===== src/rtl/apb_slave_pkg.sv =====
// Shared definitions for the APB register slave: register map, bit positions
// and the APB phase encoding.
package apb_slave_pkg;

  localparam logic [2:0] IDX_CTRL     = 3'd0;
  localparam logic [2:0] IDX_STATUS   = 3'd1;
  localparam logic [2:0] IDX_LOAD     = 3'd2;
  localparam logic [2:0] IDX_COUNT    = 3'd3;
  localparam logic [2:0] IDX_SCRATCH0 = 3'd4;
  localparam logic [2:0] IDX_SCRATCH1 = 3'd5;
  localparam logic [2:0] IDX_SCRATCH2 = 3'd6;
  localparam logic [2:0] IDX_SCRATCH3 = 3'd7;

  localparam logic [31:0] OFF_CTRL     = 32'h00;
  localparam logic [31:0] OFF_STATUS   = 32'h04;
  localparam logic [31:0] OFF_LOAD     = 32'h08;
  localparam logic [31:0] OFF_COUNT    = 32'h0C;
  localparam logic [31:0] OFF_SCRATCH0 = 32'h10;
  localparam logic [31:0] OFF_SCRATCH1 = 32'h14;
  localparam logic [31:0] OFF_SCRATCH2 = 32'h18;
  localparam logic [31:0] OFF_SCRATCH3 = 32'h1C;

  localparam int CTRL_TMR_EN  = 0;
  localparam int CTRL_IRQ_EN  = 1;
  localparam int STAT_EXPIRED = 0;
  localparam int STAT_PERR    = 1;

  typedef enum logic {
    IDLE       = 1'b0,
    SETUP_SEEN = 1'b1
  } phase_e;

endpackage


===== src/rtl/apb_timer.sv =====
// Reloadable down-counter: loads on start, counts while enabled, and on reaching
// zero pulses expire and reloads from load_val.
module apb_timer #(
  parameter int          TIMER_W    = 32,
  parameter logic [31:0] RESET_LOAD = 32'hFFFF_FFFF
) (
  input  logic               Hclk,
  input  logic               Hreset,
  input  logic               en_i,
  input  logic [TIMER_W-1:0] load_val_i,
  input  logic               start_i,
  input  logic               stop_i,
  output logic [TIMER_W-1:0] count_o,
  output logic               expire_o
);

  logic [TIMER_W-1:0] count_q, count_d;

  // A stop in the same cycle as zero suppresses the expiry and holds the count.
  always_comb begin
    count_d  = count_q;
    expire_o = 1'b0;
    if (start_i) begin
      count_d = load_val_i;
    end else if (en_i && !stop_i) begin
      if (count_q == '0) begin
        expire_o = 1'b1;
        count_d  = load_val_i;
      end else begin
        count_d = count_q - TIMER_W'(1);
      end
    end
  end

  always_ff @(posedge Hclk or posedge Hreset) begin
    if (Hreset) count_q <= RESET_LOAD[TIMER_W-1:0];
    else        count_q <= count_d;
  end

  assign count_o = count_q;

endmodule


===== src/rtl/apb_slave_regs.sv =====
// APB2 register slave: tracks SETUP/ACCESS, decodes 8 word registers, flags
// protocol violations and hosts a down-counter timer with a sticky expiry.
module apb_slave_regs
  import apb_slave_pkg::*;
#(
  parameter int          SEL_IDX    = 0,
  parameter int          TIMER_W    = 32,
  parameter logic [31:0] RESET_LOAD = 32'hFFFF_FFFF
) (
  input  logic        Hclk,
  input  logic        Hreset,
  input  logic [2:0]  Pselx,
  input  logic        Penable,
  input  logic        Pwrite,
  input  logic [31:0] Paddr,
  input  logic [31:0] Pwdata,
  output logic [31:0] Prdata,
  output logic        irq,
  output logic        proto_err
);

  phase_e             phase_q, phase_d;
  logic [2:0]         addr_q, addr_d;
  logic               wr_q, wr_d;
  logic [1:0]         ctrl_q, ctrl_d;
  logic [1:0]         stat_q, stat_d;
  logic [TIMER_W-1:0] load_q, load_d;
  logic [3:0][31:0]   scratch_q, scratch_d;

  logic               sel, setup, acc_ok, perr_set, wr_en, rd_en;
  logic               tmr_start, tmr_stop, tmr_expire;
  logic [TIMER_W-1:0] count;
  logic [31:0]        rdata;

  // Phase tracking. In SETUP_SEEN anything but the matching ACCESS is an
  // error; a fresh SETUP there is still latched so the next ACCESS can land.
  always_comb begin
    sel      = Pselx[SEL_IDX];
    setup    = sel & ~Penable;
    acc_ok   = (phase_q == SETUP_SEEN) & sel & Penable &
               (Paddr[4:2] == addr_q) & (Pwrite == wr_q);
    perr_set = (phase_q == IDLE) ? (sel & Penable) : ~acc_ok;
    wr_en    = acc_ok & wr_q;
    rd_en    = acc_ok & ~wr_q;
    phase_d  = setup ? SETUP_SEEN : IDLE;
    addr_d   = setup ? Paddr[4:2] : addr_q;
    wr_d     = setup ? Pwrite : wr_q;
  end

  always_comb begin
    tmr_start = 1'b0;
    tmr_stop  = 1'b0;
    if (wr_en && addr_q == IDX_CTRL) begin
      tmr_start = Pwdata[CTRL_TMR_EN] & ~ctrl_q[CTRL_TMR_EN];
      tmr_stop  = ~Pwdata[CTRL_TMR_EN] & ctrl_q[CTRL_TMR_EN];
    end
  end

  // Hardware sets are OR-ed in after the W1C so they win a same-cycle clear.
  always_comb begin
    ctrl_d    = ctrl_q;
    stat_d    = stat_q;
    load_d    = load_q;
    scratch_d = scratch_q;
    if (wr_en) begin
      case (addr_q)
        IDX_CTRL:   ctrl_d = Pwdata[1:0];
        IDX_STATUS: stat_d = stat_q & ~Pwdata[1:0];
        IDX_LOAD:   load_d = Pwdata[TIMER_W-1:0];
        IDX_COUNT:  ;
        default:    scratch_d[addr_q[1:0]] = Pwdata;
      endcase
    end
    stat_d[STAT_EXPIRED] = stat_d[STAT_EXPIRED] | tmr_expire;
    stat_d[STAT_PERR]    = stat_d[STAT_PERR] | perr_set;
  end

  always_ff @(posedge Hclk or posedge Hreset) begin
    if (Hreset) begin
      phase_q   <= IDLE;
      addr_q    <= '0;
      wr_q      <= 1'b0;
      ctrl_q    <= '0;
      stat_q    <= '0;
      load_q    <= RESET_LOAD[TIMER_W-1:0];
      scratch_q <= '0;
    end else begin
      phase_q   <= phase_d;
      addr_q    <= addr_d;
      wr_q      <= wr_d;
      ctrl_q    <= ctrl_d;
      stat_q    <= stat_d;
      load_q    <= load_d;
      scratch_q <= scratch_d;
    end
  end

  apb_timer #(
    .TIMER_W   (TIMER_W),
    .RESET_LOAD(RESET_LOAD)
  ) u_timer (
    .Hclk      (Hclk),
    .Hreset    (Hreset),
    .en_i      (ctrl_q[CTRL_TMR_EN]),
    .load_val_i(load_q),
    .start_i   (tmr_start),
    .stop_i    (tmr_stop),
    .count_o   (count),
    .expire_o  (tmr_expire)
  );

  always_comb begin
    rdata = '0;
    if (rd_en) begin
      case (addr_q)
        IDX_CTRL:   rdata = {30'b0, ctrl_q};
        IDX_STATUS: rdata = {30'b0, stat_q};
        IDX_LOAD:   rdata = 32'(load_q);
        IDX_COUNT:  rdata = 32'(count);
        default:    rdata = scratch_q[addr_q[1:0]];
      endcase
    end
  end

  assign Prdata    = rdata;
  assign irq       = ctrl_q[CTRL_IRQ_EN] & stat_q[STAT_EXPIRED];
  assign proto_err = stat_q[STAT_PERR];

  logic unused_bits;
  assign unused_bits = ^{Pselx, Paddr[31:5], Paddr[1:0], Pwdata};

endmodule


===== config.mk =====
export PLATFORM = sky130hd
export DESIGN_NAME = apb_slave_regs
export DESIGN_NICKNAME = d
export VERILOG_FILES = /design/src/rtl/apb_slave_pkg.sv /design/src/rtl/apb_timer.sv /design/src/rtl/apb_slave_regs.sv
export SDC_FILE = /design/constraint.sdc
export NUM_CORES = 1
export LEC_CHECK = 0
export ABC_AREA = 0
export BUFFER_PORTS_ARGS = -buffer_cell sky130_fd_sc_hd__buf_2
export CAP_MARGIN = 20
export CORE_MARGIN = 1
export CORE_UTILIZATION = 60
export CTS_CLUSTER_DIAMETER = 100
export CTS_CLUSTER_SIZE = 30
export DETAILED_ROUTE_END_ITERATION = 16
export HOLD_SLACK_MARGIN = 0.1
export PLACE_DENSITY = 0.81
export SYNTH_ARGS = -nofsm -noshare
export SYNTH_HDL_FRONTEND = slang
export SYNTH_SLANG_ARGS = --single-unit

===== constraint.sdc =====
create_clock -name Hclk -period 14.45 [get_ports Hclk]
set_input_delay 1.445 -clock Hclk [delete_from_list [all_inputs] [get_ports Hclk]]
set_output_delay 1.445 -clock Hclk [all_outputs]
set_load 0.01 [all_outputs]

==> metrics.txt <==
status=complete, no violations; crit path capture=Prdata[18]; Synth Area per Inst=12.8 um2; chip height=133 um; Peak VDD IR=roughly 0.075 mV; worst r2r dst=scratch_q[110]$_DFFE_PP0P_; Layout Nets=about 920; Tightest Pin Transition=0.976 ns; fin crit share=between 30 and 40%; Die ar.=between 15000 and 20000 um2; Worst Reg-to-Reg Cells=7; Seq cells post-synth=201; Startpoint Class=input pin; # IOs=approximately 110; PD cells=between 90 and 100 nW/um2; RR Startpoint=addr_q[1]$_DFFE_PP0P_; ys async rst share=between 90% and 100%; fillers=1225; Core Rows=47; vias in the first global route=7442; CP Capture Type=primary output; placed cell area=10800 um2; gpl congestion=approximately 0.85; gr ovfl total=0; gr usage total=about 28%; Sink Count=201; clock-pin slew on the worst setup and hold paths=between 0.1 and 0.15 ns; area grow syn2layout=7.83%; Setup TNS=0 ns; drt total wl=23.4 mm; DR WL/cell=21.8 um; clock tree from TritonCTS=built; hold_ws=0.515 ns; post-cts hold buffer count=0; Worst slew margin=around a third; Synth cell types=52; crit path max fanout=32; hpwl dp=around 15 mm; Root Buffer=clkbuf_16; via/cell ratio=about 6.5; Seq/Total Area, Yosys=49.5%; Syn Std Cell Area=10300 um2; setup bufs post-CTS=0; CTS Buffer Depth=3; share of layout cells above drive strength 1=approximately 48%; Hold WC Path Type=flip-flop to flip-flop; final setup vio count=0; H-Tree Depth=1; Critical Path Start=Paddr[4]; DRT iter0 DRCs=roughly 430; EDFF count, synth=0; initial antenna violation count=1; WS Path Type=input pin to primary output; Final Slew Violations=0; post-route ant nets=0; Chip Width=roughly 130 um; R2R Setup Slk=10.98 ns; IO Port Bufs=73; Worst EP arrival=3.25 ns; clock buffer count from CTS=10; synth warn=0; core area=16700 um2; largest net degree at the start of global routing=about 130; post-layout min period=4.69 ns; RSZ-0062 raised after global routing=no; Post-synth top flop=dfrtp_1; Clk Latency, worst-skew pair=0.47 ns; Starting Density=61.8%; routed vias=6966; first-pass GRT wire length=38.8 mm; number of max-cap violations=0; cells after synthesis=806; WP data required=13.01 ns; FMAX=around 210 MHz; drt pass-1 iters=7; Clock Skew=0.0294 ns; final instance area=between 10000 and 15000 um2; cts repair resizes=0; Fin. Hold Viols=0; Mapped Nets=879; Pleak=5.03 nW; DRC=0
==> worst min-delay path by stage <==
stage / start / cells past startpoint / to / slack, ns
floorplan: load_q[1]$_DFFE_PP1P_ / 2 / u_timer.count_o[1]$_DFFE_PP1P_ / 0.47
global placement: scratch_q[18]$_DFFE_PP0P_ / 1 / scratch_q[18]$_DFFE_PP0P_ / 0.48
detailed placement: scratch_q[66]$_DFFE_PP0P_ / 1 / scratch_q[66]$_DFFE_PP0P_ / 0.49
CTS: u_timer.count_o[23]$_DFFE_PP1P_ / 1 / u_timer.count_o[23]$_DFFE_PP1P_ / 0.52
global route: scratch_q[83]$_DFFE_PP0P_ / 1 / scratch_q[83]$_DFFE_PP0P_ / 0.53
finish: scratch_q[87]$_DFFE_PP0P_ / 1 / scratch_q[87]$_DFFE_PP0P_ / 0.52
==> through the flow <==
step	util (%)	power (mW)	instances	worst slack, ns
after global routing	66.6	1.11	1074	9.63
after floorplan	-	0.708	806	7.63
after detailed placement	64.8	0.756	1056	9.77
after CTS	66.6	1.07	1072	9.77
after global placement	64.8	0.747	1056	9.82
final	66.6	1.06	1074	9.76
==> synthesized netlist by cell type (2+ instances only) <==
| cell | count | area share (%) |
|---|---|---|
| a2bb2oi_1 | 8 | 0.68 |
| a22o_1 | 3 | 0.25 |
| o2bb2ai_1 | 9 | 0.76 |
| mux2_2 | 191 | 21 |
| and2_1 | 3 | 0.18 |
| buf_6 | 4 | 0.44 |
| dfstp_2 | 64 | 16 |
| nor4b_1 | 2 | 0.17 |
| a21oi_1 | 14 | 0.68 |
| inv_1 | 16 | 0.58 |
| nor4_2 | 3 | 0.36 |
| or2_2 | 3 | 0.18 |
| buf_1 | 7 | 0.25 |
| nor2_1 | 57 | 2.1 |
| buf_2 | 14 | 0.68 |
| xnor2_1 | 3 | 0.25 |
| nor2b_1 | 2 | 0.12 |
| nand2_1 | 31 | 1.1 |
| a22oi_1 | 37 | 2.7 |
| and3_1 | 3 | 0.18 |
| clkbuf_1 | 30 | 1.1 |
| nand4b_1 | 2 | 0.17 |
| nand3_1 | 16 | 0.78 |
| ha_1 | 2 | 0.24 |
| mux2i_1 | 32 | 3.1 |
| mux4_2 | 34 | 7.4 |
| or3_1 | 2 | 0.12 |
| mux2_1 | 2 | 0.22 |
| nor3_1 | 15 | 0.73 |
| or4_1 | 3 | 0.22 |
| nor4_1 | 6 | 0.36 |
| o21ai_0 | 23 | 1.1 |
| nor4_4 | 2 | 0.41 |
| nand4_1 | 8 | 0.48 |
| dfrtp_1 | 137 | 33 |
| nor3b_1 | 2 | 0.15 |
==> state kept, by name, summed over array words and instances (netlist names) <==
name,flops
addr_q,3
ctrl_q,2
load_q,32
phase_q,1
scratch_q,128
stat_q,2
u_timer.count_o,32
wr_q,1
==> metal layers <==
layer / wire length (um) / vias up / GRT usage, %
met5: 0 / - / 0
met1: 9840 / 3597 / 36.6
li1: - / 3083 / -
met4: 690 / 0 / 8.96
met2: 11900 / 239 / 47.7
met3: 965 / 47 / 2.89
==> cell type report <==
class	instances	area, um2	share of cell area [%]
clock inverters	2	11.3	0.101
multi-input cells	532	4900	44.0
inverters	17	71.3	0.641
clock buffers	14	287	2.57
repair buffers	87	468	4.20
flip-flops and latches	201	5110	45.9
diodes	1	2.50	0.0225
well taps	220	275	2.47
==> placed cells by master, fill, tap and decap left out, types with 4 or more instances in the layout <==
cell type	count
inv_1	15
mux2_2	191
o21ai_0	23
nand3_1	16
dfstp_2	64
nand4_1	8
a21oi_1	14
a2bb2oi_1	8
nor4_2	4
nor3_1	15
o2bb2ai_1	9
buf_2	74
mux2i_1	31
buf_4	13
nor4_1	5
dfrtp_1	136
mux4_2	34
nand2_1	31
clkbuf_16	11
nor2_1	56
a22oi_1	37
==> cells by family (layout without fill, tap and decap cells) <==
kind of cell | count (synthesis) | count (layout) | synth area share, %
xor+xnor | 3 | 3 | 0.255
fa+ha+maj | 2 | 2 | 0.242
simple gates | 164 | 164 | 8.11
flops | 201 | 201 | 49.5
other cells | 0 | 1 | 0
mux | 259 | 259 | 31.6
compound gates | 104 | 104 | 7.18
buf+inv | 73 | 120 | 3.13
==> report_power, final <==
group          internal [mW]  total (mW)  switching [mW]
Combinational         0.0574       0.144          0.0861
Clock                  0.142       0.318           0.176
Sequential             0.582       0.603          0.0210
Total                  0.781        1.06           0.283
==> critical path, stage by stage <==
cell and delay (ns):
buf_2 0.12, or2_2 0.34, a211o_1 0.34, or2_2 0.59, nor2_1 0.23, buf_2 0.16
Note: power is estimated with default switching activity, not from simulation.
